### config.mk
export PLATFORM = sky130hd
export DESIGN_NAME = rtc_set_ctrl
export DESIGN_NICKNAME = d
export VERILOG_FILES = /design/src/rtl/rtc_pkg.sv /design/src/rtl/rtc_ms_timer.sv /design/src/rtl/rtc_set_ctrl.sv
export SDC_FILE = /design/constraint.sdc
export NUM_CORES = 1
export LEC_CHECK = 0
export CELL_PAD_IN_SITES_DETAIL_PLACEMENT = 1
export CELL_PAD_IN_SITES_GLOBAL_PLACEMENT = 1
export CORE_MARGIN = 1
export CORE_UTILIZATION = 25
export CTS_BUF_LIST = sky130_fd_sc_hd__clkbuf_4
export DETAILED_ROUTE_END_ITERATION = 16
export PLACE_DENSITY_LB_ADDON = 0.08
export SYNTH_ARGS = -nofsm -noshare
export SYNTH_HDL_FRONTEND = slang
export SYNTH_SLANG_ARGS = --single-unit
### constraint.sdc
create_clock -name clk -period 7 [get_ports clk]
set_input_delay 1.4 -clock clk [delete_from_list [all_inputs] [get_ports clk]]
set_output_delay 1.4 -clock clk [all_outputs]
set_load 0.02 [all_outputs]
### src/rtl/rtc_pkg.sv
// -----------------------------------------------------------------------------
// rtc_pkg
// Shared types and constants for the RTC time-setting controller.
//   mode_e       : controller state, also driven out as the status LED code
//   FLD_*        : one-hot increment strobes for the counter block
//   BLANK_*      : seven-segment digit blanking bits for each field
//   field_strobe : state -> one-hot strobe of the field being edited
//   field_blank  : state -> blanking bits of the field being edited
// -----------------------------------------------------------------------------
package rtc_pkg;

    typedef enum logic [1:0] {
        RUN     = 2'd0,
        SET_HR  = 2'd1,
        SET_MIN = 2'd2,
        SET_SEC = 2'd3
    } mode_e;

    localparam logic [2:0] FLD_SEC = 3'b001;
    localparam logic [2:0] FLD_MIN = 3'b010;
    localparam logic [2:0] FLD_HR  = 3'b100;

    localparam logic [5:0] BLANK_SEC = 6'b000011;
    localparam logic [5:0] BLANK_MIN = 6'b001100;
    localparam logic [5:0] BLANK_HR  = 6'b110000;

    function automatic logic [2:0] field_strobe(input mode_e m);
        case (m)
            SET_HR:  return FLD_HR;
            SET_MIN: return FLD_MIN;
            SET_SEC: return FLD_SEC;
            default: return 3'b000;
        endcase
    endfunction

    function automatic logic [5:0] field_blank(input mode_e m);
        case (m)
            SET_HR:  return BLANK_HR;
            SET_MIN: return BLANK_MIN;
            SET_SEC: return BLANK_SEC;
            default: return 6'b000000;
        endcase
    endfunction

endpackage

### src/rtl/rtc_ms_timer.sv
// -----------------------------------------------------------------------------
// rtc_ms_timer
// Loadable down-counter advanced by the 1 kHz tick enable.
//   clk, rst  : clock, asynchronous active-low reset (count cleared)
//   tick      : single-cycle ms enable
//   load      : load load_val this cycle (wins over the tick)
//   load_val  : reload value in ms
//   done      : high in the tick cycle that takes the count from 1 to 0
// The counter parks at zero, so an unreloaded timer fires only once.
// -----------------------------------------------------------------------------
module rtc_ms_timer #(
    parameter int CNT_W = 14
) (
    input  logic             clk,
    input  logic             rst,
    input  logic             tick,
    input  logic             load,
    input  logic [CNT_W-1:0] load_val,
    output logic             done
);

    logic [CNT_W-1:0] count_reg;

    always_ff @(posedge clk or negedge rst) begin
        if (!rst) begin
            count_reg <= '0;
        end else if (load) begin
            count_reg <= load_val;
        end else if (tick && (count_reg != '0)) begin
            count_reg <= count_reg - CNT_W'(1);
        end
    end

    assign done = tick && (count_reg == CNT_W'(1));

endmodule

### src/rtl/rtc_set_ctrl.sv
// -----------------------------------------------------------------------------
// rtc_set_ctrl
// Manual time-setting sequencer for the HH:MM:SS counter block.
//   clk, rst     : 50 MHz clock, asynchronous active-low reset
//   tick_1khz    : single-cycle 1 ms enable
//   btn_mode_p   : enter / leave set mode (pulse)
//   btn_next_p   : select next field (pulse)
//   btn_inc_p    : increment selected field (pulse)
//   btn_inc_lvl  : increment button held (level), drives auto-repeat
//   run_en       : counters advance on the 1 Hz enable
//   inc_field    : one-hot increment strobe {hr, min, sec}
//   resync       : one-cycle pulse on return to RUN, clears the 1 Hz prescaler
//   blank_mask   : digit blanking {hr10, hr1, min10, min1, sec10, sec1}
//   mode_state   : current state code for status LEDs
// Button priority within a cycle is mode > next > inc; losers are dropped.
// -----------------------------------------------------------------------------
module rtc_set_ctrl
    import rtc_pkg::*;
#(
    parameter int REPEAT_DELAY_MS  = 500,
    parameter int REPEAT_PERIOD_MS = 150,
    parameter int BLINK_HALF_MS    = 250,
    parameter int TIMEOUT_MS       = 10000,
    parameter int CNT_W            = 14
) (
    input  logic       clk,
    input  logic       rst,
    input  logic       tick_1khz,
    input  logic       btn_mode_p,
    input  logic       btn_next_p,
    input  logic       btn_inc_p,
    input  logic       btn_inc_lvl,
    output logic       run_en,
    output logic [2:0] inc_field,
    output logic       resync,
    output logic [5:0] blank_mask,
    output logic [1:0] mode_state
);

    localparam int TMR_HOLD  = 0;
    localparam int TMR_IDLE  = 1;
    localparam int TMR_BLINK = 2;
    localparam int NUM_TMR   = 3;

    localparam logic [CNT_W-1:0] DELAY_LD   = CNT_W'(REPEAT_DELAY_MS);
    localparam logic [CNT_W-1:0] PERIOD_LD  = CNT_W'(REPEAT_PERIOD_MS);
    localparam logic [CNT_W-1:0] BLINK_LD   = CNT_W'(BLINK_HALF_MS);
    localparam logic [CNT_W-1:0] TIMEOUT_LD = CNT_W'(TIMEOUT_MS);

    mode_e      state_reg, state_next;
    logic       run_en_reg;
    logic       resync_reg;
    logic [2:0] inc_field_reg;
    logic       phase_on_reg, phase_on_next;

    logic             tmr_load [NUM_TMR];
    logic [CNT_W-1:0] tmr_val  [NUM_TMR];
    logic             tmr_done [NUM_TMR];

    logic in_set;
    logic hold_clr, repeat_fire;
    logic idle_clr, timeout;
    logic blink_clr;
    logic strobe;

    // Hold/repeat, idle timeout and blink half-period share one timer design.
    generate
        for (genvar gi = 0; gi < NUM_TMR; gi++) begin : g_tmr
            rtc_ms_timer #(
                .CNT_W (CNT_W)
            ) u_tmr (
                .clk      (clk),
                .rst      (rst),
                .tick     (tick_1khz),
                .load     (tmr_load[gi]),
                .load_val (tmr_val[gi]),
                .done     (tmr_done[gi])
            );
        end
    endgenerate

    always_comb begin
        in_set = (state_reg != RUN);

        // Repeat stops as soon as the button is released or the field/state
        // changes; the timer then sits preloaded with the initial delay.
        hold_clr    = !btn_inc_lvl || !in_set || btn_mode_p || btn_next_p;
        repeat_fire = tmr_done[TMR_HOLD] && !hold_clr;

        // Holding inc counts as activity, so an auto-repeat never times out.
        idle_clr = !in_set || btn_mode_p || btn_next_p || btn_inc_p || btn_inc_lvl;
        timeout  = tmr_done[TMR_IDLE] && !idle_clr;

        strobe = in_set && !btn_mode_p && !btn_next_p && (btn_inc_p || repeat_fire);

        state_next = state_reg;
        if (btn_mode_p) begin
            state_next = in_set ? RUN : SET_HR;
        end else if (in_set) begin
            if (btn_next_p) begin
                case (state_reg)
                    SET_HR:  state_next = SET_MIN;
                    SET_MIN: state_next = SET_SEC;
                    default: state_next = SET_HR;
                endcase
            end else if (timeout) begin
                state_next = RUN;
            end
        end

        // Keep the edited digits visible right after any change to them.
        blink_clr = !in_set || (state_next != state_reg) || strobe;

        phase_on_next = phase_on_reg;
        if (blink_clr) begin
            phase_on_next = 1'b1;
        end else if (tmr_done[TMR_BLINK]) begin
            phase_on_next = !phase_on_reg;
        end

        tmr_load[TMR_HOLD]  = hold_clr || repeat_fire;
        tmr_val[TMR_HOLD]   = hold_clr ? DELAY_LD : PERIOD_LD;
        tmr_load[TMR_IDLE]  = idle_clr;
        tmr_val[TMR_IDLE]   = TIMEOUT_LD;
        tmr_load[TMR_BLINK] = blink_clr || tmr_done[TMR_BLINK];
        tmr_val[TMR_BLINK]  = BLINK_LD;
    end

    always_ff @(posedge clk or negedge rst) begin
        if (!rst) begin
            state_reg     <= RUN;
            run_en_reg    <= 1'b1;
            resync_reg    <= 1'b0;
            inc_field_reg <= 3'b000;
            phase_on_reg  <= 1'b1;
        end else begin
            state_reg     <= state_next;
            run_en_reg    <= (state_next == RUN);
            resync_reg    <= in_set && (state_next == RUN);
            inc_field_reg <= strobe ? field_strobe(state_reg) : 3'b000;
            phase_on_reg  <= phase_on_next;
        end
    end

    assign run_en     = run_en_reg;
    assign resync     = resync_reg;
    assign inc_field  = inc_field_reg;
    assign mode_state = state_reg;
    assign blank_mask = (state_reg != RUN && !phase_on_reg) ? field_blank(state_reg) : 6'b000000;

endmodule

==> run metrics <==
CP Max Fanout=10; synthesized area per cell=~9 µm²; Starting Density=between 20% and 30%; die height=roughly 110 µm; via count=roughly 2300; CP arrival=approximately 2.4 ns; Antenna Nets Post-Route=0; largest cells by area after synthesis=dfrtp_1 41%, xor2_1 5.6%, ha_1 5.1%; CP Launch Type=register; final worst setup slack=roughly 3.2 ns; post-route clock period utilization=between 50% and 60%; Setup crit end kind=primary output; Port Buffer Count=19; Post CTS Setup Buffer Count=0; Area growth syn-to-layout=12.2%; Final Setup Violations=0; FF-to-FF setup slack=roughly 4.2 ns; worst slack, placed=around 2.9 ns; Synth Instances=between 300 and 400; Clock transition at path regs=0.15 ns; Post-CTS Hold Buffers=0; relative slew slack=between 40% and 50%; reg-to-reg startpoint=mode_state[0]; TritonCTS clock tree=built; vias in the first global route=2400; Final Critical Period=3.78 ns; GP Congestion=between 0.7 and 0.8; Horiz. Die Dim=between 100 and 150 µm; Worst EP required=roughly 5.6 ns; TritonRoute pass-1 iters=4; main flop type after synthesis=dfrtp_1; number of distinct library cells after synthesis=48; H-tree levels=2; antenna violations before repair=0; reported leakage power=about 0.0012 µW; Core Area=approximately 11000 µm²; RSZ-0062 raised after global routing=no; clock sink total=50; first-pass GRT wire length=12.2 mm; Setup TNS=0 ns; post-CTS sizing=0; DR vias/cell=between 4 and 5; number of flops mapped to enable cells by yosys=0; gr usage total=around 12%; grt ovf=0; largest area contributor in the netlist=dfrtp_1; pwr/cell area=around 210 nW/µm²; status=complete, no violations; max reg flops=42; Design Area, Final=about 3300 µm²; fin cells=between 400 and 500; maximum vdd drop=0.000202 V; fin. max-slew vios=0; Placed Area=between 3000 and 4000 µm²; top-area cell type share of the netlist area=between 40% and 50%; FF+latch count, synth=50; Die ar.=12300 µm²; Filler cells=1310; pin count of the biggest net entering global routing=a little over 50; Crit Path Category=reg -> out; CTS buffer count=5; maxcap violations=0; Hold Path Origin=g_tmr[2].u_tmr.count_reg[1]; dpl hpwl=between 5 and 6 mm; Clock Skews=approximately 0.014 ns; antenna cells=0; dpl cells=around 470; Avg WL per Cell=14.9 µm; WHS Path Cells=1; sequential fraction of the synthesis area=between 40% and 50%; number of hold violations in the final report=0; share of layout cells above drive strength 1=6.23%; post-synth net total=340; ys async rst share=100%; Worst R2R Path Depth=7; # DRC=0; Nets=around 360; worst hold slack=roughly 0.54 ns; root buffer cell=clkbuf_4; Netlist Area Pre-Place=approximately 3000 µm²; CTS max path bufs=2; drt initial violations=56; io pins=20; worst skew pair latency=0.38 ns; worst-margin pin slew=0.813 ns; fmax=roughly 260 MHz; FF-to-FF End=mode_state[0]; Tightest Hold Check Type=reg -> reg; Endpoint, Worst Hold=g_tmr[2].u_tmr.count_reg[1]; Post-Route WL=7.13 mm; row cnt=39; Ys Warns=0
-- layer usage --
metal  GRT usage (%)  routed length (µm)  share of wire, %  vias up
li1                -                   -                 -     1154
met1            16.9                3540                50     1145
met2            19.5                3340                47       20
met3            2.30                 158               2.2        5
met4            4.00                  93               1.3        0
met5               0                   0                 0        -
-- cell families (layout without fill, tap and decap cells) --
family,count (synthesis),count (layout),synth area share [%]
simple gates,156,156,28.4
flops,50,50,42.3
compound gates,43,43,9.81
xor+xnor,32,32,9.47
buf+inv,25,41,3.85
fa+ha+maj,12,12,5.07
mux,3,3,1.01
-- critical path, cell delays in order, from the launching register on --
cell,delay [ns]
dfrtp_1,0.56
inv_1,0.12
ha_1,0.34
nor2_1,0.21
and2_1,0.17
clkdlybuf4s50_1,0.61
-- area by class of cell --
class	instances	area, µm²	share of cell area (%)
clock inverter	2	8.76	0.264
inverter	13	48.8	1.47
multi-input combinational	246	1590	48.0
tap	143	179	5.39
timing repair buffer	20	193	5.80
clock buffer	6	45.0	1.36
sequential	50	1250	37.8
-- synth_stat cells (6+ instances only) --
cell       n
dfrtp_1   48
nor2_1    40
nand2_1   23
xor2_1    19
nor3_1    14
nor4_1    14
inv_1     13
xnor2_1   13
ha_1      12
a21oi_1   11
and2_1    11
nand2b_1  10
o21ai_0   10
nand3_1    7
a211oi_1   6
clkbuf_1   6
-- where the power goes --
part           leakage [µW]  switching, µW  internal [µW]
sequential         0.000598           24.0            311
combinational      0.000584            133           94.3
clock             0.0000331           98.2           41.9
-- per-stage QoR --
stage	util (%)	total power, µW
after global routing	29.0	758
final	29.0	702
after global placement	28.5	573
after CTS	29.0	724
after detailed placement	28.5	573
after floorplan	-	497
-- placed cells by master, fill, tap and decap left out, types with 6 or more instances in the layout --
cell / Yosys / routed
ha_1: 12 / 12
a211oi_1: 6 / 6
dfrtp_1: 48 / 48
nand3_1: 7 / 7
nor4_1: 14 / 14
nor3_1: 14 / 14
xnor2_1: 13 / 13
inv_1: 13 / 13
a21oi_1: 11 / 11
nand2_1: 23 / 23
o21ai_0: 10 / 10
nand2b_1: 10 / 10
nor2_1: 40 / 40
xor2_1: 19 / 19
and2_1: 11 / 11
clkdlybuf4s50_1: 0 / 18
clkbuf_4: 0 / 6
-- how the worst max path moves through the flow --
stage / startpoint / to / slack [ns] / depth (start not counted)
after CTS: mode_state[0] / blank_mask[5] / 3.14 / 5
after floorplan: btn_mode_p / g_tmr[2].u_tmr.count_reg[4] / 4.01 / 6
after global placement: tick_1khz / g_tmr[2].u_tmr.count_reg[4] / 2.88 / 6
after global routing: mode_state[0] / blank_mask[5] / 3.00 / 5
final: mode_state[0] / blank_mask[5] / 3.22 / 5
after detailed placement: tick_1khz / g_tmr[2].u_tmr.count_reg[4] / 2.87 / 6
Note: power is estimated with default switching activity, not from simulation.
